--- config.mk ---
export PLATFORM = sky130hd
export DESIGN_NAME = coin_credit_fsm
export DESIGN_NICKNAME = d
export VERILOG_FILES = /design/src/rtl/vend_pkg.sv /design/src/rtl/coin_value_enc.sv /design/src/rtl/coin_credit_fsm.sv
export SDC_FILE = /design/constraint.sdc
export NUM_CORES = 1
export LEC_CHECK = 0
export ABC_AREA = 1
export BUFFER_PORTS_ARGS = -buffer_cell sky130_fd_sc_hd__buf_2
export CAP_MARGIN = 40
export CORE_MARGIN = 1
export CORE_UTILIZATION = 47
export DETAILED_ROUTE_END_ITERATION = 8
export HOLD_SLACK_MARGIN = 0.06
export PLACE_DENSITY = 0.73
export SETUP_SLACK_MARGIN = 0.02
export SYNTH_ARGS = -nofsm -noshare
export SYNTH_HDL_FRONTEND = slang
export SYNTH_SLANG_ARGS = --single-unit
--- constraint.sdc ---
create_clock -name clk -period 1.63 [get_ports clk]
set_input_delay 0.163 -clock clk [delete_from_list [all_inputs] [get_ports clk]]
set_output_delay 0.163 -clock clk [all_outputs]
set_load 0.005 [all_outputs]
--- src/rtl/vend_pkg.sv ---
`default_nettype none
// ============================================================================
//  Module      : vend_pkg
//  Description : Shared types and constants for the coin credit controller:
//                FSM state encoding, coin values in 5-cent units, default
//                price/ceiling and the 4-bit credit type.
//  Revision    : 1.0  initial release
// ============================================================================
package vend_pkg;

    // Controller states; IDLE means zero credit, CREDIT means non-zero credit
    typedef enum logic [1:0] {
        IDLE     = 2'd0,
        CREDIT   = 2'd1,
        DISPENSE = 2'd2,
        REFUND   = 2'd3
    } state_t;

    // Credit held as a count of 5-cent units
    typedef logic [3:0] credit_t;

    // Coin values in 5-cent units
    localparam logic [2:0] NICKEL_U  = 3'd1;
    localparam logic [2:0] DIME_U    = 3'd2;
    localparam logic [2:0] QUARTER_U = 3'd5;

    // Default credit ceiling (60c) and item price (45c)
    localparam int unsigned DEF_MAX_UNITS   = 12;
    localparam int unsigned DEF_PRICE_UNITS = 9;

endpackage : vend_pkg
`default_nettype wire

--- src/rtl/coin_value_enc.sv ---
`default_nettype none
// ============================================================================
//  Module      : coin_value_enc
//  Description : Combinational coin encoder. Maps the one-hot coin pulses to
//                a value in 5-cent units and flags simultaneous coins.
//  Revision    : 1.0  initial release
// ============================================================================
module coin_value_enc
    import vend_pkg::*;
(
    input  logic       coin_n,
    input  logic       coin_d,
    input  logic       coin_q,
    output logic [2:0] add_units,
    output logic       multi_coin
);

    // Decode the coin pulses; more than one coin at once is worth nothing
    always_comb begin
        add_units  = 3'd0;
        multi_coin = 1'b0;
        case ({coin_q, coin_d, coin_n})
            3'b000:  add_units = 3'd0;
            3'b001:  add_units = NICKEL_U;
            3'b010:  add_units = DIME_U;
            3'b100:  add_units = QUARTER_U;
            default: multi_coin = 1'b1;
        endcase
    end

endmodule : coin_value_enc
`default_nettype wire

--- src/rtl/coin_credit_fsm.sv ---
`default_nettype none
// ============================================================================
//  Module      : coin_credit_fsm
//  Description : Vending credit controller. Accumulates coin credit in 5-cent
//                units, runs the dispense and refund handshakes and rejects
//                coins that would overflow the ceiling or arrive while busy.
//                All outputs are registered.
//  Revision    : 1.0  initial release
// ============================================================================
module coin_credit_fsm
    import vend_pkg::*;
#(
    parameter int unsigned PRICE_UNITS = DEF_PRICE_UNITS,
    parameter int unsigned MAX_UNITS   = DEF_MAX_UNITS
) (
    input  logic       clk,
    input  logic       rst,
    input  logic       coin_n,
    input  logic       coin_d,
    input  logic       coin_q,
    input  logic       vend_req,
    input  logic       cancel_req,
    output logic [3:0] credit,
    output logic       coin_reject,
    output logic       dispense,
    output logic       refund,
    output logic [3:0] refund_units,
    output logic       busy
);

    // Price and ceiling at the widths they are compared against
    localparam credit_t    c_price_units = credit_t'(PRICE_UNITS);
    localparam logic [4:0] c_max_sum     = 5'(MAX_UNITS);

    state_t     state_q,        state_d;
    credit_t    credit_q,       credit_d;
    logic       coin_reject_q,  coin_reject_d;
    logic       dispense_q,     dispense_d;
    logic       refund_q,       refund_d;
    credit_t    refund_units_q, refund_units_d;
    logic       busy_q,         busy_d;

    logic [2:0] w_add_units;
    logic       w_multi_coin;
    logic       w_any_coin;
    logic [4:0] w_coin_sum;

    coin_value_enc u_coin_value_enc (
        .coin_n     (coin_n),
        .coin_d     (coin_d),
        .coin_q     (coin_q),
        .add_units  (w_add_units),
        .multi_coin (w_multi_coin)
    );

    // One extra bit so an overflowing coin can be seen before it is credited
    assign w_any_coin = coin_n | coin_d | coin_q;
    assign w_coin_sum = {1'b0, credit_q} + {2'b00, w_add_units};

    // Next-state, credit and output pulse decode
    always_comb begin
        state_d        = state_q;
        credit_d       = credit_q;
        coin_reject_d  = 1'b0;
        dispense_d     = 1'b0;
        refund_d       = 1'b0;
        refund_units_d = refund_units_q;

        case (state_q)
            IDLE, CREDIT: begin
                // cancel beats vend beats coin; an accepted request bounces any coin
                if (cancel_req && (credit_q != '0)) begin
                    state_d        = REFUND;
                    refund_units_d = credit_q;
                    credit_d       = '0;
                    refund_d       = 1'b1;
                    coin_reject_d  = w_any_coin;
                end else if (vend_req && (credit_q >= c_price_units)) begin
                    state_d        = DISPENSE;
                    credit_d       = credit_q - c_price_units;
                    dispense_d     = 1'b1;
                    coin_reject_d  = w_any_coin;
                end else if (w_any_coin) begin
                    if (w_multi_coin || (w_coin_sum > c_max_sum)) begin
                        coin_reject_d = 1'b1;
                    end else begin
                        credit_d = w_coin_sum[3:0];
                        state_d  = CREDIT;
                    end
                end
            end

            DISPENSE: begin
                // Remainder stays as credit; requests are ignored while busy
                coin_reject_d = w_any_coin;
                state_d       = (credit_q != '0) ? CREDIT : IDLE;
            end

            REFUND: begin
                coin_reject_d = w_any_coin;
                state_d       = IDLE;
            end

            default: begin
                state_d  = IDLE;
                credit_d = '0;
            end
        endcase

        busy_d = (state_d == DISPENSE) || (state_d == REFUND);
    end

    // State and registered outputs; reset abandons any handshake in flight
    always_ff @(posedge clk or posedge rst) begin
        if (rst) begin
            state_q        <= IDLE;
            credit_q       <= '0;
            coin_reject_q  <= 1'b0;
            dispense_q     <= 1'b0;
            refund_q       <= 1'b0;
            refund_units_q <= '0;
            busy_q         <= 1'b0;
        end else begin
            state_q        <= state_d;
            credit_q       <= credit_d;
            coin_reject_q  <= coin_reject_d;
            dispense_q     <= dispense_d;
            refund_q       <= refund_d;
            refund_units_q <= refund_units_d;
            busy_q         <= busy_d;
        end
    end

    assign credit       = credit_q;
    assign coin_reject  = coin_reject_q;
    assign dispense     = dispense_q;
    assign refund       = refund_q;
    assign refund_units = refund_units_q;
    assign busy         = busy_q;

endmodule : coin_credit_fsm
`default_nettype wire

==> run metrics <==
CP max FO=5; Final GP Congestion=0.857; CTS max path bufs=2; fillers=135; DR vias/cell=4.99; Rows=15; CP arrival=2.03 ns; die height=44.8 um; vias in the first global route=747; Clk pwr share=11.0%; later-pin clock latency in the skew report=0.28 ns; sequential power share=28.6%; crit start category=register; Min-Delay Path Depth=4; reg-to-reg startpoint=credit[0]$_DFFE_PP0P_; drt total wl=1.99 mm; critical path class=register to register; register area=325 sq um; CTS Root Cell=clkbuf_4; PD cells=1520 mW/mm^2; cells on worst reg2reg path=11; GRT overflow=0; core area=0.00173 sq mm; Cell Area, Synth=861 sq um; status=finished, violations left; setup violators final=7; Finished Cell Area=0.00118 sq mm; cts bufs inserted=3; Die ar.=0.00201 sq mm; register area share after synthesis=37.8%; Die Wd=44.8 um; HPWL Detailed=1.50 mm; Internal=0.998 mW; clock sinks=13; Hold/Removal Path Class=input port to register; Net Sw Frac=44.4%; Setup TNS Final=-0.846 ns; Synth Register Bits=13; Synth-to-Final Area Change=37.2%; Max Clk Rate=554 MHz; Fin. Hold Viols=0; placed instance area=0.00109 sq mm; power share of the combinational group=60.3%; GR Util All Layers=21.7%; DRT iter0 DRCs=14; largest net degree at the start of global routing=14; Synth Instances=110; NetSw=0.796 mW; CTS tree=built; failing checks=setup timing; VDD IR-drop max=1.05 mV; leakage dissipation=0.653 nW; first-pass GRT wire length=3.08 mm; Residual DRC=0; H-tree depth=1; Worst slew margin=67.9%; Synth Area per Inst=7.83 sq um; Netlist cell types=24; Worst Hold Launch=cancel_req; Mapped Nets=123; worst setup margin=-0.176 ns; IO Port Bufs=18; first drt pass iteration count=4; unrepaired setup endpoints after global routing=yes; element type at the critical path end=register; Multi-input gate area=508 sq um; wire length per cell=11.6 um; final net count=161; Worst Path Required=1.86 ns; Vias=858; r2r endpoint=credit[2]$_DFFE_PP0P_; Ant. Diodes=0; fin. max-slew vios=0; Worst Hold End=refund$_DFF_PP0_; post-layout min period=1.81 ns; ANT nets after route=0; Clk pin slew, worst setup/hold paths=0.08 ns; Max-Cap Viols=0; skew final=0.00414 ns; antenna violations before repair=0; num ports=19; Worst R2R Setup Slack=-0.18 ns; fin crit share=111%; fraction of layout cells with a size suffix above 1=44.2%; Starting Density=49.9%; yosys warns=0; Worst-Margin Slew=0.481 ns
per-layer routing:
metal / track usage [%] / wire (um) / vias to the layer above
met2: 37.9 / 1010 / 25
met3: 7.60 / 122 / 10
li1: - / - / 426
met5: 0 / 0 / -
met4: 12.1 / 70 / 0
met1: 22.7 / 789 / 397
cell families after synthesis:
logic type / Yosys count / share of synthesized area [%]
flip-flops: 13 / 37.8
AO/OA/AOI/OAI: 11 / 7.70
buffers and inverters: 21 / 9.16
AND/OR/NAND/NOR: 59 / 35.8
adder cells (fa/ha/maj): 6 / 9.59
placed cells by master (no fill, tap or decap), types with 2 or more instances in the layout:
cell type  instances
a21oi_1            2
buf_2             18
buf_4             14
clkbuf_4           3
dfrtp_1           13
ha_1               3
inv_1             14
inv_2              5
inv_4              2
nand2_1           21
nand2_2            5
nand2_4            3
nand3_1           10
nand3_2            2
nand4_1            3
nor2_1             6
nor2_2             3
nor2_4             3
o21ai_0            4
flip-flops by register name, summed over array words and instances, names as in the netlist:
register and cells:
busy 1, dispense 1, refund_units 4, coin_reject 1, state_q 1, credit 4
refund 1
per-stage QoR:
| step | util [%] | hold slack [ns] | power [mW] | worst slack (ns) | cells |
|---|---|---|---|---|---|
| 2_1_floorplan | - | 0.0400 | 1.10 | -0.138 | 110 |
| 3_5_place_dp | 63.2 | 0.203 | 1.47 | -0.398 | 166 |
| 4_1_cts | 66.4 | 0.262 | 1.71 | -0.164 | 172 |
| 5_1_grt | 68.4 | 0.274 | 1.95 | -0.282 | 172 |
| 3_3_place_gp | 63.2 | 0.193 | 1.44 | -0.315 | 166 |
| 6_report | 68.4 | 0.262 | 1.79 | -0.176 | 172 |
timing repair:
action,in CTS,in global routing
pin swaps,1,6
hold buffers,1,0
buffers inserted,1,0
setup endpoints to repair,12,12
resized for setup,6,10
cloned,0,0
endpoints found under the hold margin,13,0
worst max-delay path, stage by stage, from the launching register on:
cell     delay (ns)
dfrtp_1        0.37
ha_2           0.19
inv_2          0.04
fa_2           0.54
inv_2          0.04
nor2_2         0.10
nor2_2         0.04
nand3_2        0.08
nand4_4        0.13
nand2_4        0.12
nand2_2        0.06
nand2_2        0.06
synth_stat cells, drive strengths merged:
| cell | count | area share [%] |
|---|---|---|
| a21boi | 1 | 0.87 |
| a21oi | 3 | 2.2 |
| dfrtp | 13 | 38 |
| fa | 1 | 2.3 |
| ha | 5 | 7.3 |
| inv | 21 | 9.2 |
| nand2 | 29 | 15 |
| nand3 | 12 | 7.6 |
| nand4 | 4 | 3.6 |
| nor2 | 12 | 8.4 |
| nor3 | 1 | 0.58 |
| nor3b | 1 | 0.87 |
| o21ai | 6 | 3.9 |
| o22ai | 1 | 0.73 |
how the worst max path moves through the flow:
stage | startpoint | end | slack [ns] | depth (start not counted)
after floorplan | credit[0]$_DFFE_PP0P_ | credit[2]$_DFFE_PP0P_ | -0.14 | 11
after global placement | coin_n | credit[1]$_DFFE_PP0P_ | -0.31 | 15
after detailed placement | coin_n | credit[2]$_DFFE_PP0P_ | -0.40 | 15
after CTS | credit[0]$_DFFE_PP0P_ | credit[2]$_DFFE_PP0P_ | -0.16 | 11
after global routing | credit[0]$_DFFE_PP0P_ | credit[3]$_DFFE_PP0P_ | -0.28 | 11
final | credit[0]$_DFFE_PP0P_ | credit[2]$_DFFE_PP0P_ | -0.18 | 11
layout make-up:
cell class / instances / share of cell area (%)
multi-input combinational: 76 / 43.0
clock inverter: 1 / 0.424
sequential: 13 / 27.5
timing repair buffer: 33 / 17.4
inverter: 21 / 7.10
clock buffer: 3 / 1.91
tap: 25 / 2.65
power by group through the flow:
stage                     Clock [mW]  Combinational [mW]  Sequential (mW)
after detailed placement           0               0.947            0.520
after floorplan                    0               0.550            0.548
after global placement             0               0.919            0.520
final                          0.198                1.08            0.514
after CTS                      0.204               0.996            0.514
after global routing           0.216                1.21            0.526
Power figures use the tool's default switching activity.
